**src/rtl/cache2vias_pkg.sv**
```systemverilog
// cache2vias_pkg: shared types and constants for the 2-way cache controller.
//   state_e       - controller state encoding (IDLE, LOOKUP, WB, FILL, ACK)
//   ARR_SRC_*     - data-array write source select values
//   *_DEF         - default address/index widths
//   sat_inc8      - saturating 8-bit increment for the optional statistics
package cache2vias_pkg;

  localparam int ADDR_W_DEF  = 5;
  localparam int INDEX_W_DEF = 2;

  typedef enum logic [2:0] {
    IDLE   = 3'd0,
    LOOKUP = 3'd1,
    WB     = 3'd2,
    FILL   = 3'd3,
    ACK    = 3'd4
  } state_e;

  localparam logic ARR_SRC_CPU = 1'b0;
  localparam logic ARR_SRC_MEM = 1'b1;

  function automatic logic [7:0] sat_inc8(input logic [7:0] v);
    return (v == 8'hFF) ? v : v + 8'd1;
  endfunction

endpackage

```
**src/rtl/cache2vias_meta.sv**
```systemverilog
// cache2vias_meta: tag/valid/dirty/LRU metadata for a 2-way set-associative cache.
// Ports:
//   clock, resetn      - clock, async active-low reset (clears everything)
//   index, tag         - set and tag being looked up / updated
//   hit, hit_way       - combinational lookup result (way0 wins on double hit)
//   victim             - first invalid way (way0 first), else LRU way of the set
//   victim_dirty       - victim is valid and dirty
//   rd_way, rd_tag     - tag readback of one way of the set (writeback address)
//   upd_way            - way targeted by the update strobes below
//   touch_en           - mark upd_way most recently used
//   dirty_set_en/_clr  - set/clear dirty of upd_way
//   fill_en            - install tag into upd_way: valid=1, dirty=0
module cache2vias_meta
  import cache2vias_pkg::*;
#(
  parameter int ADDR_W  = ADDR_W_DEF,
  parameter int INDEX_W = INDEX_W_DEF
) (
  input  logic                      clock,
  input  logic                      resetn,
  input  logic [INDEX_W-1:0]        index,
  input  logic [ADDR_W-INDEX_W-1:0] tag,
  output logic                      hit,
  output logic                      hit_way,
  output logic                      victim,
  output logic                      victim_dirty,
  input  logic                      rd_way,
  output logic [ADDR_W-INDEX_W-1:0] rd_tag,
  input  logic                      upd_way,
  input  logic                      touch_en,
  input  logic                      dirty_set_en,
  input  logic                      dirty_clr_en,
  input  logic                      fill_en
);

  localparam int SETS  = 1 << INDEX_W;
  localparam int TAG_W = ADDR_W - INDEX_W;

  logic [1:0][SETS-1:0]            valid_q, valid_d;
  logic [1:0][SETS-1:0]            dirty_q, dirty_d;
  logic [SETS-1:0]                 lru_q, lru_d;   // per set: way to evict next
  logic [1:0][SETS-1:0][TAG_W-1:0] tag_q, tag_d;
  logic                            hit0_s, hit1_s;

  // Lookup, victim choice and tag readback for the selected set
  always_comb begin
    hit0_s = valid_q[0][index] && (tag_q[0][index] == tag);
    hit1_s = valid_q[1][index] && (tag_q[1][index] == tag);
    hit    = hit0_s || hit1_s;
    if (hit0_s) begin
      hit_way = 1'b0;
    end else begin
      hit_way = 1'b1;
    end
    if (!valid_q[0][index]) begin
      victim = 1'b0;
    end else if (!valid_q[1][index]) begin
      victim = 1'b1;
    end else begin
      victim = lru_q[index];
    end
    victim_dirty = valid_q[victim][index] && dirty_q[victim][index];
    rd_tag       = tag_q[rd_way][index];
  end

  // Next-state of the metadata from the one-cycle update strobes
  always_comb begin
    valid_d = valid_q;
    dirty_d = dirty_q;
    lru_d   = lru_q;
    tag_d   = tag_q;
    if (touch_en) begin
      lru_d[index] = ~upd_way;
    end else begin
      lru_d[index] = lru_q[index];
    end
    if (dirty_set_en) begin
      dirty_d[upd_way][index] = 1'b1;
    end else if (dirty_clr_en) begin
      dirty_d[upd_way][index] = 1'b0;
    end else begin
      dirty_d[upd_way][index] = dirty_q[upd_way][index];
    end
    if (fill_en) begin
      valid_d[upd_way][index] = 1'b1;
      dirty_d[upd_way][index] = 1'b0;
      tag_d[upd_way][index]   = tag;
    end else begin
      valid_d[upd_way][index] = valid_q[upd_way][index];
    end
  end

  // Metadata flop array
  always_ff @(posedge clock or negedge resetn) begin
    if (!resetn) begin
      valid_q <= '0;
      dirty_q <= '0;
      lru_q   <= '0;
      tag_q   <= '0;
    end else begin
      valid_q <= valid_d;
      dirty_q <= dirty_d;
      lru_q   <= lru_d;
      tag_q   <= tag_d;
    end
  end

endmodule

```
**src/rtl/cache2vias_ctrl.sv**
```systemverilog
// cache2vias_ctrl: sequencing controller for a 2-way set-associative cache.
// Runs the CPU handshake, owns the metadata (via cache2vias_meta) and drives
// the data-array strobes and main-memory writeback/refill requests.
// Ports:
//   clock, resetn                 - clock, async active-low reset
//   cpu_req/cpu_we/cpu_addr       - CPU access, latched on acceptance
//   cpu_ack/cpu_hit               - one-cycle completion, original-lookup hit
//   busy                          - controller not in IDLE
//   arr_we/arr_way/arr_index/arr_src - data-array control
//   mem_req/mem_we/mem_addr/mem_ready - main-memory handshake
//   hit_count/miss_count          - saturating statistics, only when the
//                                   CACHE_STATS_EN macro is defined
// All outputs are registered. Memory-side outputs and busy are registered from
// the next state so they line up with WB/FILL; cpu_ack and array strobes are
// registered from the decision made in the current state.
module cache2vias_ctrl
  import cache2vias_pkg::*;
#(
  parameter int ADDR_W  = ADDR_W_DEF,
  parameter int INDEX_W = INDEX_W_DEF
) (
  input  logic               clock,
  input  logic               resetn,
  input  logic               cpu_req,
  input  logic               cpu_we,
  input  logic [ADDR_W-1:0]  cpu_addr,
  output logic               cpu_ack,
  output logic               cpu_hit,
  output logic               busy,
  output logic               arr_we,
  output logic               arr_way,
  output logic [INDEX_W-1:0] arr_index,
  output logic               arr_src,
  output logic               mem_req,
  output logic               mem_we,
  output logic [ADDR_W-1:0]  mem_addr,
`ifdef CACHE_STATS_EN
  output logic [7:0]         hit_count,
  output logic [7:0]         miss_count,
`endif
  input  logic               mem_ready
);

  localparam int TAG_W = ADDR_W - INDEX_W;

  state_e              state_q, state_d;
  logic                we_q, we_d;
  logic [ADDR_W-1:0]   addr_q, addr_d;
  logic                miss_q, miss_d;
  logic                victim_q, victim_d;
  logic                cpu_ack_q, cpu_ack_d, cpu_hit_q, cpu_hit_d, busy_q, busy_d;
  logic                arr_we_q, arr_we_d, arr_way_q, arr_way_d, arr_src_q, arr_src_d;
  logic [INDEX_W-1:0]  arr_index_q, arr_index_d;
  logic                mem_req_q, mem_req_d, mem_we_q, mem_we_d;
  logic [ADDR_W-1:0]   mem_addr_q, mem_addr_d;
`ifdef CACHE_STATS_EN
  logic [7:0]          hit_count_q, hit_count_d, miss_count_q, miss_count_d;
`endif

  logic                hit_s, hit_way_s, victim_s, victim_dirty_s;
  logic [TAG_W-1:0]    rd_tag_s;
  logic                upd_way_s, touch_en_s, dirty_set_s, dirty_clr_s, fill_en_s;

  cache2vias_meta #(.ADDR_W(ADDR_W), .INDEX_W(INDEX_W)) u_meta (
    .clock        (clock),
    .resetn       (resetn),
    .index        (addr_q[INDEX_W-1:0]),
    .tag          (addr_q[ADDR_W-1:INDEX_W]),
    .hit          (hit_s),
    .hit_way      (hit_way_s),
    .victim       (victim_s),
    .victim_dirty (victim_dirty_s),
    .rd_way       (victim_d),
    .rd_tag       (rd_tag_s),
    .upd_way      (upd_way_s),
    .touch_en     (touch_en_s),
    .dirty_set_en (dirty_set_s),
    .dirty_clr_en (dirty_clr_s),
    .fill_en      (fill_en_s)
  );

  // FSM next state, metadata updates and next values of the registered outputs
  always_comb begin
    state_d     = state_q;
    we_d        = we_q;
    addr_d      = addr_q;
    miss_d      = miss_q;
    victim_d    = victim_q;
    cpu_ack_d   = 1'b0;
    cpu_hit_d   = 1'b0;
    arr_we_d    = 1'b0;
    arr_src_d   = ARR_SRC_CPU;
    arr_way_d   = 1'b0;
    upd_way_s   = 1'b0;
    touch_en_s  = 1'b0;
    dirty_set_s = 1'b0;
    dirty_clr_s = 1'b0;
    fill_en_s   = 1'b0;
    case (state_q)
      IDLE: begin
        if (cpu_req) begin
          we_d    = cpu_we;
          addr_d  = cpu_addr;
          state_d = LOOKUP;
        end else begin
          state_d = IDLE;
        end
      end
      LOOKUP: begin
        if (hit_s) begin
          touch_en_s = 1'b1;
          upd_way_s  = hit_way_s;
          state_d    = ACK;
          if (we_q) begin
            arr_we_d    = 1'b1;
            arr_src_d   = ARR_SRC_CPU;
            arr_way_d   = hit_way_s;
            dirty_set_s = 1'b1;
          end else begin
            arr_we_d = 1'b0;
          end
        end else begin
          miss_d   = 1'b1;
          victim_d = victim_s;
          state_d  = victim_dirty_s ? WB : FILL;
        end
      end
      WB: begin
        if (mem_req_q && mem_ready) begin
          dirty_clr_s = 1'b1;
          upd_way_s   = victim_q;
          state_d     = FILL;
        end else begin
          state_d = WB;
        end
      end
      FILL: begin
        // The refill is followed by a fresh lookup, which hits and replays
        // the write-hit path for write misses.
        if (mem_req_q && mem_ready) begin
          fill_en_s = 1'b1;
          upd_way_s = victim_q;
          arr_we_d  = 1'b1;
          arr_src_d = ARR_SRC_MEM;
          arr_way_d = victim_q;
          state_d   = LOOKUP;
        end else begin
          state_d = FILL;
        end
      end
      ACK: begin
        cpu_ack_d = 1'b1;
        cpu_hit_d = !miss_q;
        miss_d    = 1'b0;
        state_d   = IDLE;
      end
      default: begin
        state_d = IDLE;
      end
    endcase

    // Memory-side outputs follow the state being entered so that a zero-wait
    // memory completes WB/FILL in a single cycle.
    busy_d      = (state_d != IDLE);
    mem_req_d   = (state_d == WB) || (state_d == FILL);
    mem_we_d    = (state_d == WB);
    arr_index_d = addr_d[INDEX_W-1:0];
    case (state_d)
      WB: begin
        mem_addr_d = {rd_tag_s, addr_q[INDEX_W-1:0]};
        arr_way_d  = victim_d;
      end
      FILL: begin
        mem_addr_d = addr_q;
      end
      default: begin
        mem_addr_d = '0;
      end
    endcase
  end

`ifdef CACHE_STATS_EN
  // Saturating hit/miss counters, advanced together with cpu_ack
  always_comb begin
    hit_count_d  = hit_count_q;
    miss_count_d = miss_count_q;
    if (cpu_ack_d) begin
      if (cpu_hit_d) begin
        hit_count_d = sat_inc8(hit_count_q);
      end else begin
        miss_count_d = sat_inc8(miss_count_q);
      end
    end else begin
      hit_count_d = hit_count_q;
    end
  end
`endif

  // Controller state and registered outputs
  always_ff @(posedge clock or negedge resetn) begin
    if (!resetn) begin
      state_q     <= IDLE;
      we_q        <= 1'b0;
      addr_q      <= '0;
      miss_q      <= 1'b0;
      victim_q    <= 1'b0;
      cpu_ack_q   <= 1'b0;
      cpu_hit_q   <= 1'b0;
      busy_q      <= 1'b0;
      arr_we_q    <= 1'b0;
      arr_way_q   <= 1'b0;
      arr_src_q   <= 1'b0;
      arr_index_q <= '0;
      mem_req_q   <= 1'b0;
      mem_we_q    <= 1'b0;
      mem_addr_q  <= '0;
`ifdef CACHE_STATS_EN
      hit_count_q  <= 8'd0;
      miss_count_q <= 8'd0;
`endif
    end else begin
      state_q     <= state_d;
      we_q        <= we_d;
      addr_q      <= addr_d;
      miss_q      <= miss_d;
      victim_q    <= victim_d;
      cpu_ack_q   <= cpu_ack_d;
      cpu_hit_q   <= cpu_hit_d;
      busy_q      <= busy_d;
      arr_we_q    <= arr_we_d;
      arr_way_q   <= arr_way_d;
      arr_src_q   <= arr_src_d;
      arr_index_q <= arr_index_d;
      mem_req_q   <= mem_req_d;
      mem_we_q    <= mem_we_d;
      mem_addr_q  <= mem_addr_d;
`ifdef CACHE_STATS_EN
      hit_count_q  <= hit_count_d;
      miss_count_q <= miss_count_d;
`endif
    end
  end

  assign cpu_ack   = cpu_ack_q;
  assign cpu_hit   = cpu_hit_q;
  assign busy      = busy_q;
  assign arr_we    = arr_we_q;
  assign arr_way   = arr_way_q;
  assign arr_src   = arr_src_q;
  assign arr_index = arr_index_q;
  assign mem_req   = mem_req_q;
  assign mem_we    = mem_we_q;
  assign mem_addr  = mem_addr_q;
`ifdef CACHE_STATS_EN
  assign hit_count  = hit_count_q;
  assign miss_count = miss_count_q;
`endif

endmodule

```
**config.mk**
```make
export PLATFORM = sky130hd
export DESIGN_NAME = cache2vias_ctrl
export DESIGN_NICKNAME = d
export VERILOG_FILES = /design/src/rtl/cache2vias_pkg.sv /design/src/rtl/cache2vias_meta.sv /design/src/rtl/cache2vias_ctrl.sv
export SDC_FILE = /design/constraint.sdc
export NUM_CORES = 1
export LEC_CHECK = 0
export BUFFER_PORTS_ARGS = -buffer_cell sky130_fd_sc_hd__clkbuf_2
export CAP_MARGIN = 20
export CORE_MARGIN = 2
export CORE_UTILIZATION = 64
export CTS_CLUSTER_SIZE = 16
export DETAILED_ROUTE_END_ITERATION = 10
export GPL_TIMING_DRIVEN = 0
export PLACE_DENSITY = 0.84
export SLEW_MARGIN = 20
export SYNTH_ARGS = -nofsm -noshare
export SYNTH_HDL_FRONTEND = slang
export SYNTH_HIERARCHICAL = 1
export SYNTH_SLANG_ARGS = --single-unit
```
**constraint.sdc**
```tcl
create_clock -name clock -period 7.9 [get_ports clock]
set_input_delay 0.79 -clock clock [delete_from_list [all_inputs] [get_ports clock]]
set_output_delay 0.79 -clock clock [all_outputs]
set_load 0.03 [all_outputs]
```
==> key figures, run 1 <==
Place
  – Placed inst area: about 3600 um2
  – Placed insts: roughly 350
  – Post-DP HPWL: between 4000 and 5000 um
  – GPL Wtd Cong: 0.844
  – Port bufs: 24

Logic synthesis
  – Yosys warns: 6
  – Cell taking the most area after synthesis: dfrtp_1
  – Post-Syn Instances: 258
  – Mapped cell area: 3320 um2
  – Count leader, synth: dfrtp_1
  – Synth Net Count: 268
  – Yosys reg bits: around 70
  – EDFF count, synth: 0
  – Synth top cells by count: 68 x dfrtp_1, 33 x mux2_2, 17 x nor2_1, 14 x a21oi_1, 14 x mux4_2
  – Seq/Total Area, Yosys: 51.2%
  – Synth cell types: 49
  – Syn_area_per_cell: 12.9 um2
  – Main synth FF type: dfrtp_1
  – Top area cells in the synthesized netlist: dfrtp_1 51%, mux2_2 11%, mux4_2 9.5%
  – Async S/R FF share, synth: 100%
  – Yosys top cell area share: about half

STA
  – RSZ-0062 raised after global routing: no
  – Final Max Slew Viols: 0
  – Fin crit share: 48.3%
  – Worst-Margin Slew: 0.522 ns
  – Slew headroom: 65.0%
  – Fin. Hold Viols: 0
  – FMAX: 262 MHz
  – Clock Skew: 0.00481 ns
  – Setup TNS: 0 ns
  – Period minus WS final: 3.81 ns
  – Setup violators final: 0

Hold path
  – Hold/Removal Path Class: in -> async

Route
  – DRT antenna net count: 0
  – DR iter-0 viols: around 140
  – Wirelength per Cell: 17.7 um
  – Avg Vias per Cell: 5.96
  – Drt pass-1 iters: 4
  – Residual DRC: 0
  – Total wire length: roughly 6500 um
  – Total vias in the final route: 2192

Clock network
  – Clock Latency Late Sink: 0.34 ns
  – Maximum buffer depth of the clock tree: 2
  – CTS tree: done
  – Inserted Clock Buffers: 9
  – CTS resizes: 0
  – Hold Buf Count CTS: 0
  – H-Tree Depth: 3
  – CTS root buf: clkbuf_8
  – CTS Sinks: 68
  – Clock slew at reported path FFs: 0.07 ns
  – Post-CTS setup buffer count: 0

Setup path
  – Critical Path Source Type: flop
  – Category of the most critical setup path: reg -> reg
  – Worst Path Required: 8.10 ns
  – CP max FO: 10
  – R2r worst-path depth: 12
  – Critical path arrival: 4.02 ns
  – CP endpoint kind: flop

Finish
  – Filler Cell Count: 368
  – Diode count: 0
  – Non-Filler Instances: around 370
  – Area delta synth->final: 12.0%
  – Nets: ~300
  – Share of cells above drive strength 1: roughly 37%
  – Post-route cell area: 3720 um2

Power
  – Switching Fraction: approximately 40%
  – Clock Power Share: 14.4%
  – Register share of total power: 33.8%
  – Max VDD drop: 0.000211 V
  – Internal power: 1.05 mW
  – Pleak: between 1.5 and 2 nW
  – Part of the power in combinational logic: 51.8%
  – Power density over the cells: 472 nW/um2
  – Psw: 0.709 mW

Global route
  – Gr usage total: 25.0%
  – Grt ovf: 0
  – Largest net degree at the start of global routing: 36
  – M3 GR Usage: 6.16%
  – Initial antenna violation count: 0
  – First-pass GRT wire length: ~11000 um
  – Met1 usage: about a third
  – GR Util met2: 39.8%
  – Vias in the first global route: around 2300
  – Global route hottest layer: met2

Die
  – DIE AREA: 5790 um2
  – Die height: around 76 um
  – Number of top-level pins: 25
  – Rows: 26
  – Die width: 76.1 um
  – Core Box Area: 5070 um2
  – Starting Density: approximately 65%

Run
  – Max-cap viol count: 0

Status
  – Outcome: complete, no violations
==> logic make-up (layout without fill, tap and decap cells) <==
group	Yosys count	after routing	share of synthesized area (%)
AND/OR/NAND/NOR	72	72	12.7
flip-flops	68	68	51.2
multiplexers	55	55	23.8
AO/OA/AOI/OAI	35	35	6.55
buffers and inverters	22	62	4.25
XOR/XNOR	6	6	1.58
==> worst max-delay path, cell delays in order (launching register included) <==
cell	delay [ns]
dfrtp_1	0.41
buf_6	0.20
mux4_2	0.56
xnor2_1	0.15
nand4_1	0.20
nand2_1	0.26
nor3b_1	0.40
a22o_1	0.34
buf_2	0.26
mux2i_1	0.21
nand3_1	0.11
a32oi_2	0.40
a41oi_1	0.17
==> placed cells by master (no fill, tap or decap), drive strengths merged, types with 7 or more instances in the layout <==
cell type and count:
dfrtp 68, clkbuf 41, mux2 35, nor2 17, mux4 15, a21oi 14
buf 14, nand2b 9, nand3 8, nand2 8, o21ai 8, or2 7
==> registers in the layout (all words and copies together) (netlist names) <==
| signal | flops |
|---|---|
| victim_q | 1 |
| miss_q | 1 |
| arr_way | 1 |
| mem_addr | 5 |
| u_meta/tag_q | 24 |
| mem_req | 1 |
| u_meta/lru_q | 4 |
| cpu_hit | 1 |
| arr_we | 1 |
| addr_q | 5 |
| mem_we | 1 |
| u_meta/valid_q | 8 |
| busy | 1 |
| u_meta/dirty_q | 8 |
| we_q | 1 |
| cpu_ack | 1 |
| arr_src | 1 |
| state_q | 3 |
==> path summary, 6_finish.rpt <==
check	startpoint	endpoint	slack, ns
worst min-delay path	resetn	u_meta/dirty_q[0]	0.42
worst max-delay path	addr_q[0]	u_meta/dirty_q[7]	4.09
worst min register to register	u_meta/valid_q[6]	u_meta/valid_q[6]	0.47
max in group asynchronous	resetn	addr_q[1]	6.94
worst max register to register	addr_q[0]	u_meta/dirty_q[7]	4.09
min in group clock	u_meta/valid_q[6]	u_meta/valid_q[6]	0.47
==> routing by layer <==
layer	share of wire, %	up-vias
li1	-	1006
met1	44	1116
met2	50	57
met3	3.9	13
met4	1.9	0
met5	0	-
==> power by group through the flow <==
stage | Sequential, mW | Clock (mW) | Combinational (mW)
finish | 0.594 | 0.253 | 0.909
global route | 0.611 | 0.275 | 0.990
CTS | 0.593 | 0.256 | 0.909
detailed placement | 0.598 | 0 | 0.902
global placement | 0.591 | 0 | 0.881
floorplan | 0.602 | 0 | 0.692
==> cell type report <==
cell class | count | area (um2) | area share (%)
flip-flops and latches | 68 | 1700 | 45.7
repair buffers | 25 | 143 | 3.83
plain buffers | 16 | 119 | 3.19
clock inverters | 1 | 7.51 | 0.202
well taps | 70 | 87.6 | 2.35
multi-input cells | 168 | 1480 | 39.8
inverters | 6 | 22.5 | 0.605
clock buffers | 14 | 163 | 4.37
==> through the flow <==
step	worst slack [ns]	hold slack (ns)	util [%]	total power, mW
detailed placement	4.13	0.451	70.0	1.50
finish	4.09	0.420	73.4	1.76
CTS	4.12	0.430	73.4	1.76
floorplan	4.65	0.419	-	1.29
global route	3.79	0.455	73.4	1.88
global placement	4.18	0.445	69.6	1.47
(Power assumes the default switching activity.)
==> inputs of run 2 (changes only) <==
- CORE_UTILIZATION: 64 -> 54
- PLACE_DENSITY: 0.84 -> 0.76
- clock period: 7.9 -> 3.47 ns (I/O delays scaled with it)
==> run 2 against run 1 <==
Against the previous run:
- sequential share of layout area decreased by 1.9 points
- final area increased by 4.6%
- largest power group unchanged
- count of clock-buffer cells in the layout decreased by 3
- total power increased by 150%
- worst hold slack got worse by 0.43 ns
- critical path depth unchanged
- via count increased by 1.9%
- die area increased by 17%
- largest cell class unchanged
- sequential power increased by 130%
- core utilization decreased by 7.6 points
- combinational power increased by 150%
- clock skew increased by 0.0075 ns
- the flow now finishes with violations (hold timing)
==> key figures, run 2 (synthesis results as in run 1) <==
Die
  – DIE AREA: 6800 um2
  – Rows: 28
  – Die width: ~80 um
  – Core Box Area: slightly below 6000 um2
  – Number of top-level pins: 25
  – Die height: 82.4 um
  – Starting Density: between 50% and 60%

STA
  – Fin. Hold Viols: 20
  – Slew headroom: 60.7%
  – Hold_ws: -0.00696 ns
  – Period minus WS final: 3.25 ns
  – Final Max Slew Viols: 0
  – Clock Skew: 0.0123 ns
  – FMAX: 308 MHz
  – Setup violators final: 0
  – Fin crit share: a little over nine tenths
  – Worst-Margin Slew: 0.587 ns

Route
  – DRT antenna net count: 0
  – DR iter-0 viols: 112
  – Total vias in the final route: 2233
  – Drt pass-1 iters: 4
  – Residual DRC: 0
  – Wirelength per Cell: 18.3 um
  – Avg Vias per Cell: roughly 5.9
  – Total wire length: 6960 um

Clock network
  – CTS tree: done
  – CTS root buf: clkbuf_8
  – Inserted Clock Buffers: 9
  – Clock slew at reported path FFs: approximately 0.07 ns
  – CTS Sinks: 68
  – H-Tree Depth: 3
  – Clock Latency Late Sink: 0.34 ns
  – Maximum buffer depth of the clock tree: 2
  – Hold Buf Count CTS: 0

Place
  – GPL Wtd Cong: 0.888
  – Post-DP HPWL: between 4000 and 5000 um
  – Placed insts: 358
  – Placed inst area: 3560 um2
  – Port bufs: 24

Finish
  – Top Registers: u_meta/tag_q x24, u_meta/dirty_q x8, u_meta/valid_q x8
  – Multi-input gate area: 1530 um2
  – Nets: slightly above 300
  – Post-route cell area: slightly below 4000 um2
  – Non-Filler Instances: 380
  – Max reg flops: 24
  – Commonest non-fill, non-tap cell in the layout: dfrtp_1
  – Filler Cell Count: 433
  – Most flops, register: u_meta/tag_q
  – Share of cells above drive strength 1: 41.0%
  – Commonest non-fill, non-tap cells in the layout: 66 x dfrtp_1, 33 x mux2_2, 25 x clkbuf_2
  – FF+latch area: about 1700 um2
  – Area delta synth->final: 17.2%
  – Diode count: 0

Global route
  – Largest net degree at the start of global routing: 36
  – Grt ovf: 0
  – Vias in the first global route: about 2300
  – First-pass GRT wire length: 11200 um
  – Gr usage total: 23.0%
  – Initial antenna violation count: 0

Status
  – Outcome: finished, violations left
  – Failing checks: hold timing

Setup path
  – Category of the most critical setup path: reg -> reg
  – Critical Path Source Type: flop
  – Critical path arrival: 3.48 ns
  – CP max FO: 10
  – Worst Path Required: between 3 and 4 ns
  – CP endpoint kind: flop

Power
  – Max VDD drop: 0.000515 V
  – Pleak: 1.72 nW
  – Power density over the cells: 1120 nW/um2

Hold path
  – Hold/Removal Path Class: in -> async

Run
  – Max-cap viol count: 0
## run 2: cell count changes in the layout (fill, tap and decap cells not counted), sizes merged
cell / delta
clkbuf: -3
buf: +5
a22o: +1
bufinv: +2
clkinv: +2
## run 2: path summary, 6_finish.rpt
check | start | to | slack [ns] | depth (start not counted)
min reg2reg | u_meta/valid_q[4] | u_meta/valid_q[4] | 0.47 | 1
min | resetn | u_meta/valid_q[6] | -0.007 | 1
max | addr_q[0] | u_meta/tag_q[8] | 0.22 | 12
max in group asynchronous | resetn | u_meta/tag_q[3] | 2.92 | 2
min in group clock | cpu_we | we_q | 0.22 | 2
max reg2reg | addr_q[0] | u_meta/tag_q[8] | 0.22 | 12
## run 2: critical path, cell delays in order (launching register included)
cell	delay, ns
dfrtp_2	0.41
buf_6	0.18
buf_12	0.15
mux4_2	0.52
xnor2_1	0.14
nand4_1	0.11
nand2_2	0.10
nor3b_4	0.18
a22o_4	0.27
buf_12	0.14
nand2b_1	0.19
nor2_1	0.36
mux2_2	0.39
## run 2: layer usage
layer / up-vias / global-route usage (%) / routed length (um)
met5: - / 0 / 0
met4: 0 / 10.5 / 155
met3: 13 / 6.41 / 374
met2: 59 / 36.9 / 3430
met1: 1140 / 29.1 / 3000
li1: 1021 / - / -
## run 2: cell type report
class	count	area share (%)
Inverter	6	0.578
Clock buffer	11	3.63
Timing Repair Buffer	32	5.33
Multi-Input combinational cell	169	39.3
Tap cell	75	2.41
Clock inverter	5	2.19
Buffer	14	2.83
Sequential cell	68	43.8
## run 2: repair_timing
item	CTS	global route
setup buffers	0	7
pin swaps	1	4
resized for setup	6	3
cloned	0	1
endpoints found under the setup margin	38	15
## run 2: power by group
part           internal, mW  switching (mW)  total [mW]
Sequential             1.12           0.239        1.36
Combinational          1.11            1.16        2.27
Clock                 0.427           0.299       0.726
Total                  2.66            1.70        4.36
## run 2: per-stage QoR
step | util (%) | worst slack, ns | power [mW] | TNS [ns]
6_report | 65.8 | 0.220 | 4.36 | 0
5_1_grt | 65.8 | -0.00416 | 4.65 | -0.00416
4_1_cts | 64.3 | 0.00258 | 4.21 | 0
3_5_place_dp | 60.1 | -0.383 | 3.43 | -5.42
3_3_place_gp | 59.7 | -0.296 | 3.36 | -3.96
2_1_floorplan | - | 0.222 | 2.95 | 0
==> inputs of run 3 (changes only) <==
- ABC_AREA: default -> 1
- PLACE_DENSITY: 0.76 -> 0.75
==> run 3 against run 2 <==
Against the previous run:
- fmax up 2.4%
- sequential power down 6%
- sequential share of layout area down 1.3 points
- final area up 3.1%
- via count up 48%
- synthesized cell count up 96%
- critical path type unchanged
- highest routed layer unchanged
- worst hold slack better by 0.24 ns
- first-iteration DRC count rose to 2.9 times the previous value
- the run now ends clean
- total power down 13%
- die area up 6.3%
- cell count up 64%
- register-to-register slack better by 0.08 ns
==> key figures, run 3 <==
Clock network
  – Inserted Clock Buffers: 9
  – CTS root buf: clkbuf_8
  – H-Tree Depth: 3
  – Clock Latency Late Sink: 0.35 ns
  – Post-CTS setup buffer count: 0
  – CTS tree: done
  – Clock slew at reported path FFs: 0.07 ns
  – CTS Sinks: 68
  – Maximum buffer depth of the clock tree: 2

Die
  – Die height: between 80 and 90 um
  – Rows: 29
  – Die width: 85.0 um
  – Number of top-level pins: 25
  – Core Box Area: 6350 um2
  – Starting Density: 55.8%
  – DIE AREA: 7220 um2

Finish
  – Post-route cell area: 4010 um2
  – Area delta synth->final: 13.3%
  – Most flops, register: u_meta/tag_q
  – Max reg flops: 24
  – Nets: 552
  – Commonest non-fill, non-tap cells in the layout: 210 x nand2_1, 67 x dfrtp_1, 63 x o21ai_0
  – Commonest non-fill, non-tap cell in the layout: nand2_1
  – Share of cells above drive strength 1: 12.4%
  – Diode count: 0
  – Top Registers: u_meta/tag_q x24, u_meta/dirty_q x8, u_meta/valid_q x8

Power
  – Power density over the cells: 944 nW/um2
  – Max VDD drop: between 0.0006 and 0.0007 V
  – Pleak: 2.19 nW

Hold path
  – Worst Min Path Start: cpu_addr[4]
  – Hold/Removal Path Class: in -> reg
  – Hold Crit Depth: 3

Logic synthesis
  – Top area cells in the synthesized netlist: dfrtp_1 48%, nand2_1 22%, o21ai_0 9.0%
  – Yosys top cell area share: between 40% and 50%
  – Synth cell types: 20
  – Main synth FF type: dfrtp_1
  – Post-Syn Instances: slightly above 500
  – Seq/Total Area, Yosys: 48.0%
  – Synth top cells by count: 212 x nand2_1, 68 x dfrtp_1, 64 x o21ai_0, 46 x inv_1, 43 x nor2_1
  – Yosys reg bits: 68
  – Mapped cell area: 3540 um2
  – Synth Net Count: 515
  – Cell taking the most area after synthesis: dfrtp_1
  – Count leader, synth: nand2_1
  – Syn_area_per_cell: 7.01 um2
  – EDFF count, synth: 0
  – Yosys warns: 6
  – Async S/R FF share, synth: 100%

Setup path
  – Reg-to-reg startpoint: addr_q[0]
  – CP endpoint kind: flop
  – Worst Path Required: 3.71 ns
  – Critical Path Source: addr_q[0]
  – Category of the most critical setup path: reg -> reg
  – CP max FO: 10
  – R2r worst-path depth: 22
  – Critical path arrival: 3.42 ns
  – Critical Path Source Type: flop

STA
  – Slew headroom: 64.2%
  – FMAX: 315 MHz
  – Fin. Hold Viols: 0
  – Worst-Margin Slew: 0.537 ns
  – Setup TNS: 0 ns
  – RSZ-0062 raised after global routing: no
  – Final Max Slew Viols: 0
  – Period minus WS final: 3.17 ns
  – Clock Skew: 0.00914 ns
  – Fin crit share: 91.5%
  – Setup violators final: 0

Global route
  – Gr usage total: 25.8%
  – Initial antenna violation count: 0
  – Largest net degree at the start of global routing: 44
  – First-pass GRT wire length: about 15000 um
  – Vias in the first global route: between 3000 and 4000
  – Grt ovf: 0

Route
  – Drt pass-1 iters: 5
  – Total vias in the final route: 3298
  – Residual DRC: 0
  – DR iter-0 viols: 326
  – Total wire length: 8540 um
  – Wirelength per Cell: 13.7 um
  – Avg Vias per Cell: about 5.3
  – DRT antenna net count: 0

Place
  – GPL Wtd Cong: between 0.9 and 1
  – Post-DP HPWL: 6320 um
  – Placed inst area: 3780 um2
  – Port bufs: 24

Status
  – Outcome: complete, no violations

Run
  – Max-cap viol count: 0
run 3: where the power goes:
| group | leakage, nW | total, mW | internal, mW | switching, mW |
|---|---|---|---|---|
| combinational | 1.22 | 1.89 | 0.559 | 1.33 |
| sequential | 0.875 | 1.28 | 1.08 | 0.205 |
| clock | 0.0931 | 0.620 | 0.328 | 0.291 |
run 3: path summary, 6_finish.rpt:
path / endpoint / slack, ns
min in group asynchronous: u_meta/tag_q[12] / 0.47
max reg2reg: u_meta/valid_q[0] / 0.30
max in group asynchronous: addr_q[0] / 2.45
max: u_meta/valid_q[0] / 0.30
min: addr_q[4] / 0.24
min reg2reg: cpu_hit / 0.44
run 3: critical path, stage by stage (launching register included):
cell	delay (ns)
dfrtp_2	0.45
clkinv_2	0.13
clkbuf_4	0.22
nand2_1	0.14
nor2_1	0.12
nor2_1	0.05
nand2_1	0.13
nand2_1	0.07
nor2_1	0.12
nand2_1	0.07
nand2_1	0.15
inv_1	0.12
nor2_4	0.16
nand2_1	0.08
o21ai_2	0.14
buf_6	0.19
o21ai_0	0.10
nand2_1	0.08
nand2_1	0.06
nand2_1	0.23
nand3_1	0.13
nand2_1	0.09
inv_1	0.04
run 3: logic make-up (layout without fill, tap and decap cells):
group	Yosys count	in the layout	synth area share, %
AND/OR/NAND/NOR	299	299	33.9
buffers and inverters	64	106	7.28
AO/OA/AOI/OAI	74	74	10.7
flip-flops	68	68	48.0
run 3: final cells by class:
class	instances	area [um2]
plain buffers	14	83.8
clock inverters	5	52.6
clock buffers	11	131
repair buffers	26	153
well taps	77	96.3
flip-flops and latches	68	1700
fillers	566	2340
inverters	50	189
multi-input cells	373	1600
run 3: what timing repair did:
item / in CTS / in global routing
setup endpoints to repair: 6 / 40
hold endpoints to repair: 25 / 0
gates resized for setup: 3 / 13
pin swaps: 0 / 0
hold buffers: 1 / 0
run 3: metrics by stage:
stage,hold slack [ns],worst slack (ns),util [%],total power [mW],instances
global placement,0.426,0.0387,59.2,3.03,606
floorplan,0.0514,0.817,-,2.59,505
global route,0.237,0.0195,63.2,4.13,624
finish,0.237,0.296,63.2,3.79,624
detailed placement,0.308,0.0111,59.5,3.08,607
CTS,0.222,0.0390,62.7,3.72,624
run 3: routing by layer:
metal  track usage (%)  part of all wire, %  up-vias
li1                  -                    -     1663
met3              7.00                  6.0       20
met1              35.3                   46     1506
met5                 0                    0        -
met2              39.7                   46      109
met4              9.24                  2.0        0
